[src/rtl/reset_sequencer.sv]
// reset_sequencer: multi-channel power-on / soft reset sequencer.
// All channel resets are held for a programmable time, then released one
// at a time in index order with a programmable gap between releases.
// `rst` or the effective request restarts the whole sequence at once.
// Optional build macro: RESET_SEQ_REQ_SYNC_EN -- when defined, req_in is
// passed through a 2-flop synchronizer (2 edges of added latency) so it
// may be driven asynchronously; when undefined req_in is used directly.
module reset_sequencer #(
  parameter longint unsigned CLOCK_HZ = 64'd48000000,
  parameter longint unsigned TIME_NS  = 64'd1000000,
  parameter longint unsigned STAGE_NS = 64'd10000,
  parameter int              CHANNELS = 4
) (
  input  logic                clk,
  input  logic                rst,
  input  logic                req_in,
  output logic [CHANNELS-1:0] reset_out,
  output logic                busy,
  output logic [7:0]          stage_out,
  output logic                done_pulse
);

  // Cycle counts derived from the requested times, truncated toward zero
  // with 64-bit arithmetic and clamped to at least one cycle.
  localparam longint unsigned HOLD_RAW    = (TIME_NS * CLOCK_HZ) / 64'd1000000000;
  localparam longint unsigned STAGE_RAW   = (STAGE_NS * CLOCK_HZ) / 64'd1000000000;
  localparam longint unsigned HOLD_CYCLES = (HOLD_RAW == 64'd0) ? 64'd1 : HOLD_RAW;
  localparam longint unsigned STAGE_CYCLES = (STAGE_RAW == 64'd0) ? 64'd1 : STAGE_RAW;
  localparam longint unsigned CNT_MAX =
    (HOLD_CYCLES > STAGE_CYCLES) ? HOLD_CYCLES : STAGE_CYCLES;

  // Down-counter only needs to reach the larger of the two reload values.
  localparam int CNT_W_RAW = $clog2(CNT_MAX + 64'd1);
  localparam int CNT_W     = (CNT_W_RAW < 1) ? 1 : CNT_W_RAW;

  localparam logic [CNT_W-1:0] HOLD_LOAD  = CNT_W'(HOLD_CYCLES - 64'd1);
  localparam logic [CNT_W-1:0] STAGE_LOAD = CNT_W'(STAGE_CYCLES - 64'd1);
  localparam logic [7:0]       LAST_STAGE = 8'(CHANNELS - 1);

  // stage_out is 8 bits wide, so the channel count must fit in it.
  generate
    if (CHANNELS < 1 || CHANNELS > 255) begin : g_bad_channels
      $error("reset_sequencer: CHANNELS must be in 1..255");
    end
  endgenerate

  typedef enum logic [1:0] {
    S_HOLD    = 2'd0,
    S_RELEASE = 2'd1,
    S_RUN     = 2'd2
  } state_t;

  // Registered state. Declaration values give the power-up condition,
  // which matches the state right after a restart edge, so the block
  // sequences correctly even if rst is never asserted.
  state_t               r_state   = S_HOLD;
  logic [CNT_W-1:0]     r_count   = HOLD_LOAD;
  logic [CHANNELS-1:0]  r_reset   = '1;
  logic [7:0]           r_stage   = 8'd0;
  logic                 r_done    = 1'b0;

  state_t               w_state_next;
  logic [CNT_W-1:0]     w_count_next;
  logic [CHANNELS-1:0]  w_reset_next;
  logic [7:0]           w_stage_next;
  logic                 w_done_next;

  logic                 w_req;
  logic                 w_restart;
  logic                 w_count_zero;
  logic [CHANNELS-1:0]  w_stage_sel;

`ifdef RESET_SEQ_REQ_SYNC_EN
  // Synchronizer flops start cleared so an undriven request at power-up
  // cannot spuriously restart the sequence.
  logic r_req_meta = 1'b0;
  logic r_req_sync = 1'b0;

  // Two-flop synchronizer for the request input, cleared by rst.
  always_ff @(posedge clk) begin
    if (rst) begin
      r_req_meta <= 1'b0;
      r_req_sync <= 1'b0;
    end else begin
      r_req_meta <= req_in;
      r_req_sync <= r_req_meta;
    end
  end

  assign w_req = r_req_sync;
`else
  // Request is already synchronous to clk; use it with no added latency.
  assign w_req = req_in;
`endif

  assign w_restart    = rst | w_req;
  assign w_count_zero = (r_count == '0);

  // One-hot select of the channel that the next release will clear; the
  // released-channel count doubles as the index of the next channel.
  generate
    for (genvar gi = 0; gi < CHANNELS; gi++) begin : g_stage_sel
      assign w_stage_sel[gi] = (r_stage == 8'(gi));
    end
  endgenerate

  // State register: restart has priority over every other transition.
  always_ff @(posedge clk) begin
    if (w_restart) begin
      r_state <= S_HOLD;
      r_count <= HOLD_LOAD;
      r_reset <= '1;
      r_stage <= 8'd0;
      r_done  <= 1'b0;
    end else begin
      r_state <= w_state_next;
      r_count <= w_count_next;
      r_reset <= w_reset_next;
      r_stage <= w_stage_next;
      r_done  <= w_done_next;
    end
  end

  // Next-state and next-output decode for the release sequence.
  always_comb begin
    w_state_next = r_state;
    w_count_next = r_count;
    w_reset_next = r_reset;
    w_stage_next = r_stage;
    w_done_next  = 1'b0;

    case (r_state)
      S_HOLD: begin
        if (!w_count_zero) begin
          w_count_next = r_count - CNT_W'(1);
        end else begin
          w_reset_next[0] = 1'b0;
          w_stage_next    = 8'd1;
          w_count_next    = STAGE_LOAD;
          if (CHANNELS == 1) begin
            w_state_next = S_RUN;
            w_done_next  = 1'b1;
          end else begin
            w_state_next = S_RELEASE;
          end
        end
      end

      S_RELEASE: begin
        if (!w_count_zero) begin
          w_count_next = r_count - CNT_W'(1);
        end else begin
          w_reset_next = r_reset & ~w_stage_sel;
          w_stage_next = r_stage + 8'd1;
          w_count_next = STAGE_LOAD;
          if (r_stage == LAST_STAGE) begin
            w_state_next = S_RUN;
            w_done_next  = 1'b1;
          end
        end
      end

      S_RUN: begin
        // Outputs frozen; only a restart leaves this state.
      end

      default: begin
        // Unreachable encoding: fall back to a full restart.
        w_state_next = S_HOLD;
        w_count_next = HOLD_LOAD;
        w_reset_next = '1;
        w_stage_next = 8'd0;
      end
    endcase
  end

  assign reset_out  = r_reset;
  assign stage_out  = r_stage;
  assign done_pulse = r_done;
  assign busy       = (r_state != S_RUN);

endmodule

[config.mk]
export PLATFORM = sky130hd
export DESIGN_NAME = reset_sequencer
export DESIGN_NICKNAME = d
export VERILOG_FILES = /design/src/rtl/reset_sequencer.sv
export SDC_FILE = /design/constraint.sdc
export NUM_CORES = 1
export LEC_CHECK = 0
export ABC_AREA = 1
export CORE_UTILIZATION = 56
export DETAILED_ROUTE_END_ITERATION = 6
export MAX_ROUTING_LAYER = met4
export PLACE_DENSITY = 0.78
export SLEW_MARGIN = 15
export SYNTH_ARGS = -nofsm -noshare
export SYNTH_HDL_FRONTEND = slang
export SYNTH_SLANG_ARGS = --single-unit
export TNS_END_PERCENT = 10
[constraint.sdc]
create_clock -name clk -period 1.7 [get_ports clk]
set_input_delay 0.51 -clock clk [delete_from_list [all_inputs] [get_ports clk]]
set_output_delay 0.51 -clock clk [all_outputs]
set_load 0.1 [all_outputs]
=== After elaboration in Yosys (flattened, before gate mapping) ===
Index checks and enable logic that the tools add are counted.

* Add/subtract/negate cells: 2
* Equality and inequality tests: 9
* Mux-type cells: 14
* Bitwise gates (word level): 7
* Reductions and logical operators: 9

{| class="wikitable"
|+ Operators by type and width
! kind !! number
|-
| $pmux W16 S2 || 1
|-
| $pmux W8 S3 || 1
|-
| $eq A8 B2 Y1 const B || 2
|-
| $logic_not A16 Y1 || 1
|-
| $mux W16 || 1
|-
| $mux W8 || 2
|-
| $sub A16 B1 Y16 const B || 1
|-
| $add A8 B1 Y8 const B || 1
|-
| $eq A8 B1 Y1 const B || 1
|-
| $logic_not A8 Y1 || 1
|-
| $ne A2 B2 Y1 const B || 4
|-
| $mux W2 || 3
|-
| $pmux W2 S3 || 1
|-
| $pmux W3 S2 || 1
|-
| $and A4 B4 Y4 || 1
|-
| $mux W4 || 1
|-
| $not A1 Y1 || 4
|-
| $not A4 Y4 || 1
|-
| $reduce_and A4 Y1 || 1
|-
| $reduce_or A2 Y1 || 2
|-
| $pmux W1 S3 || 1
|-
| $reduce_and A3 Y1 || 1
|-
| $reduce_or A3 Y1 || 1
|-
| $eq A2 B1 Y1 const B || 1
|-
| 5 further kinds || 6
|}

* Register bits after elaboration: 31
* Word-level logic and storage cells: 47

=== Longest topological paths before layout ===
* Word-level depth: 5
* Depth in mapped cells: 10
* Mapped depth without buffers: 9

=== Worst setup path after synthesis ===
OpenSTA, ideal clock, no wires.

* Kind: register to register
* Start: reg r_stage[0] (netlist: stage_out[0])
* End: reg r_stage[6] (netlist: stage_out[6])
* Library setup time: 0.116 ns
* Arrival: 1.905 ns
* Data required time: 1.584 ns
* Setup slack: -0.321 ns
* Stages on the path, launching flop included: 7
* Path buffers: 0
* Cells stage by stage: dfxtp_1 -> ha_1 -> nand2_1 -> nor3_1 -> xor2_1 -> nand2_1 -> nand2_1

* Longest elaborated chain between the ends: 3

{| class="wikitable"
|+ Ends and longest elaborated chain
! what !! RTL line !! text
|-
| from (decl) || 59 || <nowiki>logic [7:0] r_stage = 8'd0;</nowiki>
|-
| from (signal assigned) || 119 || <nowiki>r_stage <= w_stage_next;</nowiki>
|-
| $add A8 B1 Y8 || 154 || <nowiki>w_stage_next = r_stage + 8'd1;</nowiki>
|-
| $mux W8 || 150 || <nowiki>if (!w_count_zero) begin</nowiki>
|-
| $pmux W8 S3 || 132 || <nowiki>case (r_state)</nowiki>
|}

No other way between the ends. The select of a mux whose other input is x is not followed.
A chain may end at the register's enable or synchronous reset.

=== Final worst setup path ===
* Start: reg r_state[1]
* End: out busy

* Longest elaborated chain between the ends: 1

{| class="wikitable"
|+ Ends and longest elaborated chain
! what !! RTL line !! text
|-
| from (decl) || 56 || <nowiki>state_t r_state = S_HOLD;</nowiki>
|-
| from (signal assigned) || 116 || <nowiki>r_state <= w_state_next;</nowiki>
|-
| $ne A2 B2 Y1 || 180 || <nowiki>assign busy = (r_state != S_RUN);</nowiki>
|-
| to (decl) || 18 || <nowiki>output logic busy,</nowiki>
|}

No other way between the ends.

==> run metrics <==
final worst setup slack=0.104 ns; status=completed; Worst-Margin Slew=0.299 ns; DP HPWL=2890 um; pwr dens=roughly 550 nW/um^2; CTS root buffer=clkbuf_4; worst hold path class=reg -> reg; DR pass1 iterations=4; static leakage=1.06 nW; combinational group share of total power=3.6%; placed inst area=2190 sq um; Layout area overhead=24.7%; Final min period=around 1.6 ns; Final period util=a little over nine tenths; layout cell share with drive strength beyond 1=between 20 and 25%; Synth Instances=270; Final Setup Violations=0; CP Class=reg -> out; Clock power frac=37.2%; initial antenna violation count=0; Fin. Hold Viols=0; Pins Over Slew Limit=0; Initial Utilization=59.0%; Yosys cell types=24; Die Y=between 50 and 60 um; Power Internal=0.939 mW; register area share after synthesis=between 30% and 40%; clock-pin slew on the worst setup and hold paths=0.09 ns; first-pass GRT wire length=roughly 6500 um; worst hold margin=0.488 ns; clock latency on the worst-skew pair=0.35 ns; Longest Clk Path Bufs=2; H-Tree Depth=2; type of origin of the critical path=flop; fmax=around 0.63 GHz; GRT Resource Usage Total=approximately a quarter; post-layout util=roughly 74%; Die W=around 60 um; worst path required time=around 1.2 ns; syn_nets=~280; # IOs=17; GRT overflow=0; final WL=about 3800 um; RSZ-0062 raised after global routing=false; crit end category=output port; CTS tree=built; power share of the sequential group=roughly three fifths; gp weighted congestion=approximately 0.95; clk sinks=31; IO buf count=16; via count=1658; Cell Area, Synth=1800 sq um; vias in the first global route=roughly 1.5k; largest net degree at the start of global routing=14; # DRC=0; Sw Share=roughly a quarter; total power=around 1.2 mW; initial DRC count=75; TritonCTS Buffers=5; VDD IR max=between 0.4 and 0.5 mV; Vias per Instance=4.86; worst slack at placement=-0.129 ns; core area=3050 sq um; Design Area, Final=roughly 2200 sq um; NetSw=roughly 0.29 mW; FF-to-FF setup slack=about 0.17 ns; Max-slew headroom=approximately four fifths; antenna cells=0; synth warn=0; arrival time of the worst setup path=1.09 ns; post-route ant nets=0; max-cap viol count=0; DIE AREA=around 3400 sq um; FP Rows=20; syn_area_per_cell=about 6.7 sq um; Wirelength per Cell=approximately 11 um; Final Skew=between 0.009 and 0.01 ns; Worst Path Max Fanout=4; Nets=slightly above 300; Yosys reg bits=31
## sequential cells by signal, summed over array words and instances (netlist names)
name and count:
r_count 16, stage_out 8, reset_out 4, r_state 2, done_pulse 1
## final cells by class
class,count,area (sq um)
Clock buffer,6,51.3
Clock inverter,1,5.00
Fill cell,258,806
Inverter,34,128
Multi-Input combinational cell,202,1030
Sequential cell,31,627
Tap cell,44,55.1
Timing Repair Buffer,23,353
## final timing paths
| path | cells past startpoint | startpoint | to |
|---|---|---|---|
| max | 2 | r_state[1]$_SDFFE_PP0P_ | busy |
| min | 2 | reset_out[0]$_SDFFE_PP1P_ | reset_out[0]$_SDFFE_PP1P_ |
| max reg2reg | 9 | r_count[0]$_SDFFE_PP1N_ | reset_out[2]$_SDFFE_PP1P_ |
| min reg2reg | 2 | reset_out[0]$_SDFFE_PP1P_ | reset_out[0]$_SDFFE_PP1P_ |
## cells in the mapped netlist, drive strengths merged
cell	count	area, sq um
nor3	2	10.0
nand3	26	158
a22oi	1	7.51
ha	5	62.6
nand3b	1	7.51
or2	1	6.26
a21oi	6	30.0
nor2	43	211
buf	3	30.0
nand2	88	350
dfxtp	31	621
xor2	7	61.3
inv	34	128
nand4	3	18.8
o21ai	17	85.1
o21bai	2	15.0
## kinds of logic (layout without fill, tap and decap cells)
group                      Yosys count  count (layout)  synth area share (%)
buffers and inverters               37              64                  8.75
DFF                                 31              31                  34.4
adders and majority gates            5               5                  3.47
and+or+nand+nor                    164             164                  42.3
xor gates and xnor gates             7               7                  3.40
AOI/OAI and AO/OA                   26              26                  7.64
## worst max-delay path: stages (launching register included)
cell	delay, ns
dfxtp_1	0.42
nand2_2	0.14
buf_12	0.19
## power by group through the flow
stage | clock, mW | sequential (mW) | combinational, mW
floorplan | 0 | 0.746 | 0.0290
global placement | 0 | 0.746 | 0.0437
detailed placement | 0 | 0.746 | 0.0438
CTS | 0.463 | 0.730 | 0.0441
global route | 0.496 | 0.730 | 0.0492
finish | 0.458 | 0.730 | 0.0446
## routing by layer
layer,part of all wire [%],wire (um),track usage [%],vias to the layer above
met2,46,1740,39.8,29
li1,-,-,-,897
met5,0,0,-,-
met3,4.6,176,7.91,7
met1,48,1810,32.2,725
met4,2.0,77,11.2,0
## layout by cell type, fill, tap and decap left out, types with 5 or more instances in the layout
master / netlist / routed
nand2_1: 82 / 82
nor2_1: 33 / 32
inv_1: 30 / 30
dfxtp_1: 31 / 26
nand3_1: 22 / 22
o21ai_0: 17 / 17
buf_12: 0 / 14
xor2_1: 7 / 7
buf_4: 1 / 7
nor2_2: 5 / 6
a21oi_1: 6 / 6
nand2_2: 5 / 5
nor2_4: 5 / 5
clkbuf_4: 0 / 5
dfxtp_2: 0 / 5
## metrics by stage
stage	std cells	setup TNS [ns]
floorplan	270	0
global placement	334	-0.951
detailed placement	334	-1.54
CTS	341	0
global route	341	0
finish	341	0
## timing repair
action | CTS | global route
hold buffers | 0 | 0
buffers inserted | 0 | 0
resized for setup | 0 | 2
endpoints found under the setup margin | 0 | 4
No activity file was read; power rests on OpenSTA's default activity.
